===== src/rtl/sw_debounce_pkg.sv =====
`default_nettype none
// +----------------------------------------------------------------------+
// | Module : sw_debounce_pkg                                             |
// | Brief  : Shared constants for board and simulation debounce builds.  |
// | Rev    : 1.0  initial release                                        |
// +----------------------------------------------------------------------+
package sw_debounce_pkg;

  localparam int c_width             = 8;
  localparam int c_board_tick_div     = 1000;
  localparam int c_board_stable_ticks = 8;
  localparam int c_sim_tick_div       = 4;
  localparam int c_sim_stable_ticks   = 3;

  // Counter only ever reaches stable_ticks-1, but the +1 keeps stable_ticks=1 at one bit.
  function automatic int cnt_width(input int stable_ticks);
    return $clog2(stable_ticks + 1);
  endfunction

endpackage
`default_nettype wire


===== src/rtl/sw_debounce_if.sv =====
`default_nettype none
// +----------------------------------------------------------------------+
// | Module : sw_debounce_if                                              |
// | Brief  : Raw switch inputs and debounced outputs with event pulses.  |
// | Rev    : 1.0  initial release                                        |
// +----------------------------------------------------------------------+
interface sw_debounce_if
  import sw_debounce_pkg::*;
#(
  parameter int WIDTH = c_width
);
  logic [WIDTH-1:0] sw_in;
  logic [WIDTH-1:0] sw_stable;
  logic             any_on;
  logic [WIDTH-1:0] sw_rise;
  logic [WIDTH-1:0] sw_fall;
  logic             sw_change;

  modport master (
    output sw_in,
    input  sw_stable, any_on, sw_rise, sw_fall, sw_change
  );

  modport slave (
    input  sw_in,
    output sw_stable, any_on, sw_rise, sw_fall, sw_change
  );
endinterface
`default_nettype wire


===== src/rtl/sw_debounce_bit.sv =====
`default_nettype none
// +----------------------------------------------------------------------+
// | Module : sw_debounce_bit                                             |
// | Brief  : One switch bit: 2-flop sync, tick counter, stable flop.     |
// | Rev    : 1.0  initial release                                        |
// +----------------------------------------------------------------------+
module sw_debounce_bit
  import sw_debounce_pkg::*;
#(
  parameter int STABLE_TICKS = c_sim_stable_ticks
) (
  input  wire logic clk,
  input  wire logic rst_n,
  input  wire logic tick,
  input  wire logic sw_in,
  output logic      stable,
  output logic      stable_nxt,
  output logic      rise,
  output logic      fall
);
  localparam int CNT_W = cnt_width(STABLE_TICKS);

  logic             r_meta;
  logic             r_sync;
  logic [CNT_W-1:0] r_cnt;
  logic             r_stable;
  logic             r_rise;
  logic             r_fall;
  logic             w_diff;
  logic             w_accept;

  assign w_diff     = (r_sync != r_stable);
  assign w_accept   = w_diff && tick && (r_cnt == CNT_W'(STABLE_TICKS - 1));
  assign stable_nxt = w_accept ? r_sync : r_stable;

  always_ff @(posedge clk or negedge rst_n) begin
    if (!rst_n) begin
      r_meta   <= 1'b0;
      r_sync   <= 1'b0;
      r_cnt    <= '0;
      r_stable <= 1'b0;
      r_rise   <= 1'b0;
      r_fall   <= 1'b0;
    end else begin
      r_meta   <= sw_in;
      r_sync   <= r_meta;
      r_stable <= stable_nxt;
      r_rise   <= w_accept &  r_sync;
      r_fall   <= w_accept & ~r_sync;
      // Any return to the stable level wipes progress, even between ticks.
      if (!w_diff || w_accept) begin
        r_cnt <= '0;
      end else if (tick) begin
        r_cnt <= r_cnt + 1'b1;
      end
    end
  end

  assign stable = r_stable;
  assign rise   = r_rise;
  assign fall   = r_fall;
endmodule
`default_nettype wire


===== src/rtl/sw_debounce.sv =====
`default_nettype none
// +----------------------------------------------------------------------+
// | Module : sw_debounce                                                 |
// | Brief  : WIDTH-bit switch debouncer feeding the priority encoder.    |
// | Rev    : 1.0  initial release                                        |
// +----------------------------------------------------------------------+
module sw_debounce
  import sw_debounce_pkg::*;
#(
  parameter int WIDTH        = c_width,
  parameter int TICK_DIV     = c_board_tick_div,
  parameter int STABLE_TICKS = c_board_stable_ticks
) (
  input  wire logic     clk,
  input  wire logic     rst_n,
  sw_debounce_if.slave  bus
);
  localparam int DIV_W = (TICK_DIV > 1) ? $clog2(TICK_DIV) : 1;

  logic [DIV_W-1:0] r_div;
  logic             w_tick;
  logic             r_any_on;
  logic [WIDTH-1:0] w_stable;
  logic [WIDTH-1:0] w_stable_nxt;
  logic [WIDTH-1:0] w_rise;
  logic [WIDTH-1:0] w_fall;

  // With TICK_DIV=1 the divider sits at 0, which is also the terminal count.
  assign w_tick = (r_div == DIV_W'(TICK_DIV - 1));

  always_ff @(posedge clk or negedge rst_n) begin
    if (!rst_n) begin
      r_div    <= '0;
      r_any_on <= 1'b0;
    end else begin
      r_div    <= w_tick ? '0 : r_div + 1'b1;
      r_any_on <= |w_stable_nxt;
    end
  end

  for (genvar i = 0; i < WIDTH; i++) begin : g_bit
    sw_debounce_bit #(
      .STABLE_TICKS (STABLE_TICKS)
    ) u_bit (
      .clk        (clk),
      .rst_n      (rst_n),
      .tick       (w_tick),
      .sw_in      (bus.sw_in[i]),
      .stable     (w_stable[i]),
      .stable_nxt (w_stable_nxt[i]),
      .rise       (w_rise[i]),
      .fall       (w_fall[i])
    );
  end

  assign bus.sw_stable = w_stable;
  assign bus.sw_rise   = w_rise;
  assign bus.sw_fall   = w_fall;
  assign bus.any_on    = r_any_on;
  assign bus.sw_change = |(w_rise | w_fall);
endmodule
`default_nettype wire

===== src/flat_wrapper.sv =====
// flat-port wrapper written by rule: the top's interface ports become plain ports
module sw_debounce_flat import sw_debounce_pkg::*;
#(
  parameter int WIDTH        = c_width,
  parameter int TICK_DIV     = c_board_tick_div,
  parameter int STABLE_TICKS = c_board_stable_ticks
)
  (clk, rst_n, bus_sw_in, bus_sw_stable, bus_any_on, bus_sw_rise, bus_sw_fall, bus_sw_change);
  sw_debounce_if #(.WIDTH(WIDTH)) bus_i ();
  input  wire logic clk;
  input  wire logic rst_n;
  input wire logic [$bits(bus_i.sw_in)-1:0] bus_sw_in;
  output wire logic [$bits(bus_i.sw_stable)-1:0] bus_sw_stable;
  output wire logic [$bits(bus_i.any_on)-1:0] bus_any_on;
  output wire logic [$bits(bus_i.sw_rise)-1:0] bus_sw_rise;
  output wire logic [$bits(bus_i.sw_fall)-1:0] bus_sw_fall;
  output wire logic [$bits(bus_i.sw_change)-1:0] bus_sw_change;
  assign bus_i.sw_in = bus_sw_in;
  assign bus_sw_stable = bus_i.sw_stable;
  assign bus_any_on = bus_i.any_on;
  assign bus_sw_rise = bus_i.sw_rise;
  assign bus_sw_fall = bus_i.sw_fall;
  assign bus_sw_change = bus_i.sw_change;
  sw_debounce #(.WIDTH(WIDTH), .TICK_DIV(TICK_DIV), .STABLE_TICKS(STABLE_TICKS)) u_core (.clk(clk), .rst_n(rst_n), .bus(bus_i));
endmodule

===== config.mk =====
export PLATFORM = sky130hd
export DESIGN_NAME = sw_debounce_flat
export DESIGN_NICKNAME = d
export VERILOG_FILES = /design/src/rtl/sw_debounce_pkg.sv /design/src/rtl/sw_debounce_if.sv /design/src/rtl/sw_debounce_bit.sv /design/src/rtl/sw_debounce.sv /design/src/flat_wrapper.sv
export SDC_FILE = /design/constraint.sdc
export NUM_CORES = 1
export LEC_CHECK = 0
export BUFFER_PORTS_ARGS = -buffer_cell sky130_fd_sc_hd__clkbuf_2
export CORE_MARGIN = 3
export CORE_UTILIZATION = 45
export CTS_BUF_LIST = sky130_fd_sc_hd__clkbuf_8
export CTS_CLUSTER_SIZE = 30
export DETAILED_ROUTE_END_ITERATION = 16
export GPL_ROUTABILITY_DRIVEN = 0
export HOLD_SLACK_MARGIN = 0.15
export PLACE_DENSITY = 0.63
export SLEW_MARGIN = 15
export SYNTH_ARGS = -nofsm -noshare
export SYNTH_HDL_FRONTEND = slang
export SYNTH_SLANG_ARGS = --single-unit

===== constraint.sdc =====
create_clock -name clk -period 3.27 [get_ports clk]
set_clock_uncertainty 0.15 [all_clocks]
set_input_delay 0.981 -clock clk [delete_from_list [all_inputs] [get_ports clk]]
set_output_delay 0.981 -clock clk [all_outputs]
set_load 0.01 [all_outputs]

==> impl_metrics.json <==
{
  "run_status": "completed",
  "cts_tree": "done",
  "post_drt_antenna_nets": 0,
  "synth_enable_flop_cells": 0,
  "final.setup.tns_ns": 0,
  "power_density_mw_per_mm2": 432,
  "drv_slew": 0,
  "max-vdd-ir-drop_mv": 0.187,
  "critical_path.startpoint_type": "flop",
  "timing.critical_path.slowest_cell_delay_ns": 0.57,
  "ff_latch_area_mm2": 0.00208,
  "final_nets": 361,
  "syn_area_mm2": 0.00363,
  "cts-hold-fix-buffers": 0,
  "multi_input_gate_area_mm2": 0.00134,
  "tritoncts.num_buffers": 9,
  "via_count_of_the_first_global_routing_pass": 2273,
  "numPortBuffers": 35,
  "ctsResizeCount": 0,
  "crit_cells": 6,
  "floorplan.die_area_mm2": 0.00919,
  "via_per_inst": 5.02,
  "dr_total_vias": 2256,
  "crit_path_max_fanout": 9,
  "crit_type": "reg2reg",
  "reg2reg_setup_slack_ns": 0.23,
  "grt_first_pass_wirelength_mm": 11.0,
  "hpwl_mm": 4.56,
  "final_layout_size_suffix_gt1_frac": 0.187,
  "drcViolationCount": 0,
  "slew_headroom": 0.596,
  "worst_hold_slack_ns": 0.201,
  "ys_seq_area_frac": 0.572,
  "num_rows": 32,
  "clk_latency_ns": 0.35,
  "fin_crit_sh": 0.929,
  "critical_path.reg2reg.startpoint": "u_core.r_div[0]",
  "achievable-frequency_mhz": 329,
  "cts.sink_count": 83,
  "first_pass_iters": 4,
  "ys_warn_count": 0,
  "synth_async_sr_flop_share": 1.00,
  "drt_wl_total_mm": 6.40,
  "syn-num-nets": 342,
  "ys_ff_latch": 83,
  "postLayoutCellArea_mm2": 0.00394,
  "synth_ff_type": "sky130_fd_sc_hd__dfrtp_1",
  "setup.worst_path.end": "u_core.bus.any_on",
  "cts-htree-levels": 3,
  "crit_path_frequent_cell": "sky130_fd_sc_hd__or4_1",
  "setup.worst_path.start": "u_core.r_div[0]",
  "r2r.worst_path.cells": 6,
  "worst-endpoint-required_ns": 3.34,
  "clk_pin_slew_ns": 0.07,
  "grt_antenna_before_repair": 0,
  "post_synth_num_cell_types": 33,
  "holdCritPathClass": "reg2reg",
  "mean_post_synth_cell_area_um2": 11.2,
  "fp.coreArea_mm2": 0.00777,
  "cts_max_path_buffers": 2,
  "floorplan.die.width_um": 95.9,
  "route.detailed.wl_per_inst_um": 14.2,
  "initialDrtViolationCount": 78,
  "grt_setup_unrepaired": "no",
  "fillCellCount": 718,
  "setup_violations": 0,
  "cts_root_buffer": "sky130_fd_sc_hd__clkbuf_8",
  "placed_area_mm2": 0.00377,
  "setup.worst_path.end_class": "flop",
  "crit_slowest_cell": "sky130_fd_sc_hd__or4_4",
  "globalRouteOverflowTotal": 0,
  "r2r_end": "u_core.bus.any_on",
  "grt_use_total": 0.159,
  "starting_density": 0.468,
  "timing_hold_violations_final": 0,
  "grt_start_max_net_pins": 43,
  "area_delta_synth_final_pct": 8.30,
  "die_height_um": 95.9,
  "boundaryPins": 36,
  "timing.final.ws_setup_ns": 0.231,
  "postSynthCellCount": 323,
  "place_ws_ns": 0.219,
  "n_antenna_cell": 0,
  "cp_num_buf_inv": 0,
  "maxCapViolations": 0,
  "cts.repair_timing.setup_buffer_count": 0,
  "critPathTopFamily": "simple AND/OR/NAND/NOR gates",
  "finalWorstPathRequiredPeriod_ns": 3.04,
  "total_leakage_power_nw": 1.87,
  "tightest_slew_ns": 0.606,
  "crit_chain": "ha_1 -> nand4b_4 -> or4_4 -> mux2_4 -> or4_1 -> or4_1",
  "cp.arrival_ns": 3.11
}
-- layout make-up --
class                           instances  share of cell area
Clock inverter                          7             0.00986
Tap cell                              102              0.0324
Sequential cell                        83               0.528
Timing Repair Buffer                   41              0.0566
Clock buffer                            9              0.0315
Multi-Input combinational cell        206               0.341
Inverter                                1            0.000954
-- flip-flops by register name, summed over array words and instances, names as in the netlist --
signal                     count
u_core.g_bit.u_bit.rise        8
u_core.r_div                  10
u_core.g_bit.u_bit.r_meta      8
u_core.g_bit.u_bit.fall        8
u_core.g_bit.u_bit.r_sync      8
u_core.bus.any_on              1
u_core.g_bit.u_bit.stable      8
u_core.g_bit.u_bit.r_cnt      32
-- report_power, final --
group	switching, mW	total (mW)	internal (mW)	leakage, nW
combinational	0.0274	0.0390	0.0115	0.678
sequential	0.00719	1.04	1.04	1.11
clock	0.354	0.620	0.266	0.0850
total	0.389	1.70	1.31	1.87
-- worst register-to-register path: cells and delay by family, from the launching register on --
family	cells	cell delay [ns]
and+or+nand+nor	4	1.79
DFF	1	0.39
muxes	1	0.32
adders and majority gates	1	0.28
-- logic make-up (layout without fill, tap and decap cells) --
| kind of cell | Yosys count | after routing | share of synthesized area |
|---|---|---|---|
| buffers and inverters | 34 | 58 | 0.0606 |
| and+or+nand+nor | 138 | 138 | 0.212 |
| xor gates and xnor gates | 25 | 25 | 0.0603 |
| muxes | 7 | 7 | 0.0238 |
| adders and majority gates | 9 | 9 | 0.0310 |
| AOI/OAI and AO/OA | 27 | 27 | 0.0410 |
| DFF | 83 | 83 | 0.572 |
-- cell usage in the layout, fill, tap and decap left out, types with 3 or more instances in the layout --
| cell | instances |
|---|---|
| sky130_fd_sc_hd__xnor2_1 | 10 |
| sky130_fd_sc_hd__clkinvlp_4 | 3 |
| sky130_fd_sc_hd__a21oi_1 | 20 |
| sky130_fd_sc_hd__ha_1 | 9 |
| sky130_fd_sc_hd__or3_1 | 9 |
| sky130_fd_sc_hd__inv_1 | 4 |
| sky130_fd_sc_hd__dfrtp_1 | 83 |
| sky130_fd_sc_hd__xor2_1 | 15 |
| sky130_fd_sc_hd__nand2_1 | 37 |
| sky130_fd_sc_hd__nand4_1 | 10 |
| sky130_fd_sc_hd__nor4_1 | 8 |
| sky130_fd_sc_hd__clkbuf_8 | 9 |
| sky130_fd_sc_hd__or4_1 | 5 |
| sky130_fd_sc_hd__clkbuf_2 | 34 |
| sky130_fd_sc_hd__nand3b_1 | 13 |
| sky130_fd_sc_hd__buf_4 | 7 |
| sky130_fd_sc_hd__nand3_1 | 12 |
| sky130_fd_sc_hd__mux2_2 | 5 |
| sky130_fd_sc_hd__nor3b_1 | 12 |
| sky130_fd_sc_hd__nor2_1 | 20 |
-- synth_stat cells (2+ instances only) --
| cell | number | area share |
|---|---|---|
| sky130_fd_sc_hd__nor2_1 | 20 | 0.021 |
| sky130_fd_sc_hd__buf_2 | 2 | 0.0028 |
| sky130_fd_sc_hd__nand2b_1 | 2 | 0.0034 |
| sky130_fd_sc_hd__xnor2_1 | 10 | 0.024 |
| sky130_fd_sc_hd__nand3b_1 | 13 | 0.027 |
| sky130_fd_sc_hd__nand4_1 | 10 | 0.017 |
| sky130_fd_sc_hd__and2_1 | 2 | 0.0034 |
| sky130_fd_sc_hd__and3_1 | 2 | 0.0034 |
| sky130_fd_sc_hd__or3_1 | 9 | 0.015 |
| sky130_fd_sc_hd__nor3b_1 | 12 | 0.025 |
| sky130_fd_sc_hd__xor2_1 | 15 | 0.036 |
| sky130_fd_sc_hd__o21ai_0 | 2 | 0.0028 |
| sky130_fd_sc_hd__clkbuf_1 | 7 | 0.0072 |
| sky130_fd_sc_hd__buf_4 | 24 | 0.050 |
| sky130_fd_sc_hd__nand3_1 | 12 | 0.017 |
| sky130_fd_sc_hd__a21oi_1 | 20 | 0.028 |
| sky130_fd_sc_hd__or4_1 | 5 | 0.010 |
| sky130_fd_sc_hd__dfrtp_1 | 83 | 0.57 |
| sky130_fd_sc_hd__and3b_1 | 2 | 0.0048 |
| sky130_fd_sc_hd__mux2_4 | 2 | 0.0083 |
| sky130_fd_sc_hd__mux2_2 | 5 | 0.015 |
| sky130_fd_sc_hd__a21o_1 | 2 | 0.0041 |
| sky130_fd_sc_hd__nand2_1 | 37 | 0.038 |
| sky130_fd_sc_hd__ha_1 | 9 | 0.031 |
| sky130_fd_sc_hd__nor4_1 | 8 | 0.014 |
-- per-layer routing --
| metal | global-route usage | routed length, um |
|---|---|---|
| met4 | 0.0604 | 116 |
| met1 | 0.213 | 3050 |
| met3 | 0.0422 | 187 |
| met2 | 0.249 | 3040 |
| met5 | 0 | 0 |
-- through the flow --
stage | util | power, mW | cells
6_report | 0.507 | 1.70 | 449
5_1_grt | 0.507 | 1.78 | 449
4_1_cts | 0.507 | 1.72 | 449
3_5_place_dp | 0.486 | 1.10 | 433
3_3_place_gp | 0.486 | 1.10 | 433
2_1_floorplan | - | 1.07 | 323
-- how the worst min path moves through the flow --
stage | start | to | slack [ns] | cells after the start
after floorplan | u_core.g_bit[0].u_bit.r_meta | u_core.g_bit[0].u_bit.r_sync | 0.18 | 0
after global placement | u_core.g_bit[7].u_bit.r_meta | u_core.g_bit[7].u_bit.r_sync | 0.18 | 0
after detailed placement | u_core.g_bit[6].u_bit.r_meta | u_core.g_bit[6].u_bit.r_sync | 0.19 | 0
after CTS | u_core.g_bit[6].u_bit.r_meta | u_core.g_bit[6].u_bit.r_sync | 0.20 | 0
after global routing | u_core.g_bit[3].u_bit.r_meta | u_core.g_bit[3].u_bit.r_sync | 0.21 | 0
final | u_core.g_bit[3].u_bit.r_meta | u_core.g_bit[3].u_bit.r_sync | 0.20 | 0
Note: power is estimated with default switching activity, not from simulation.
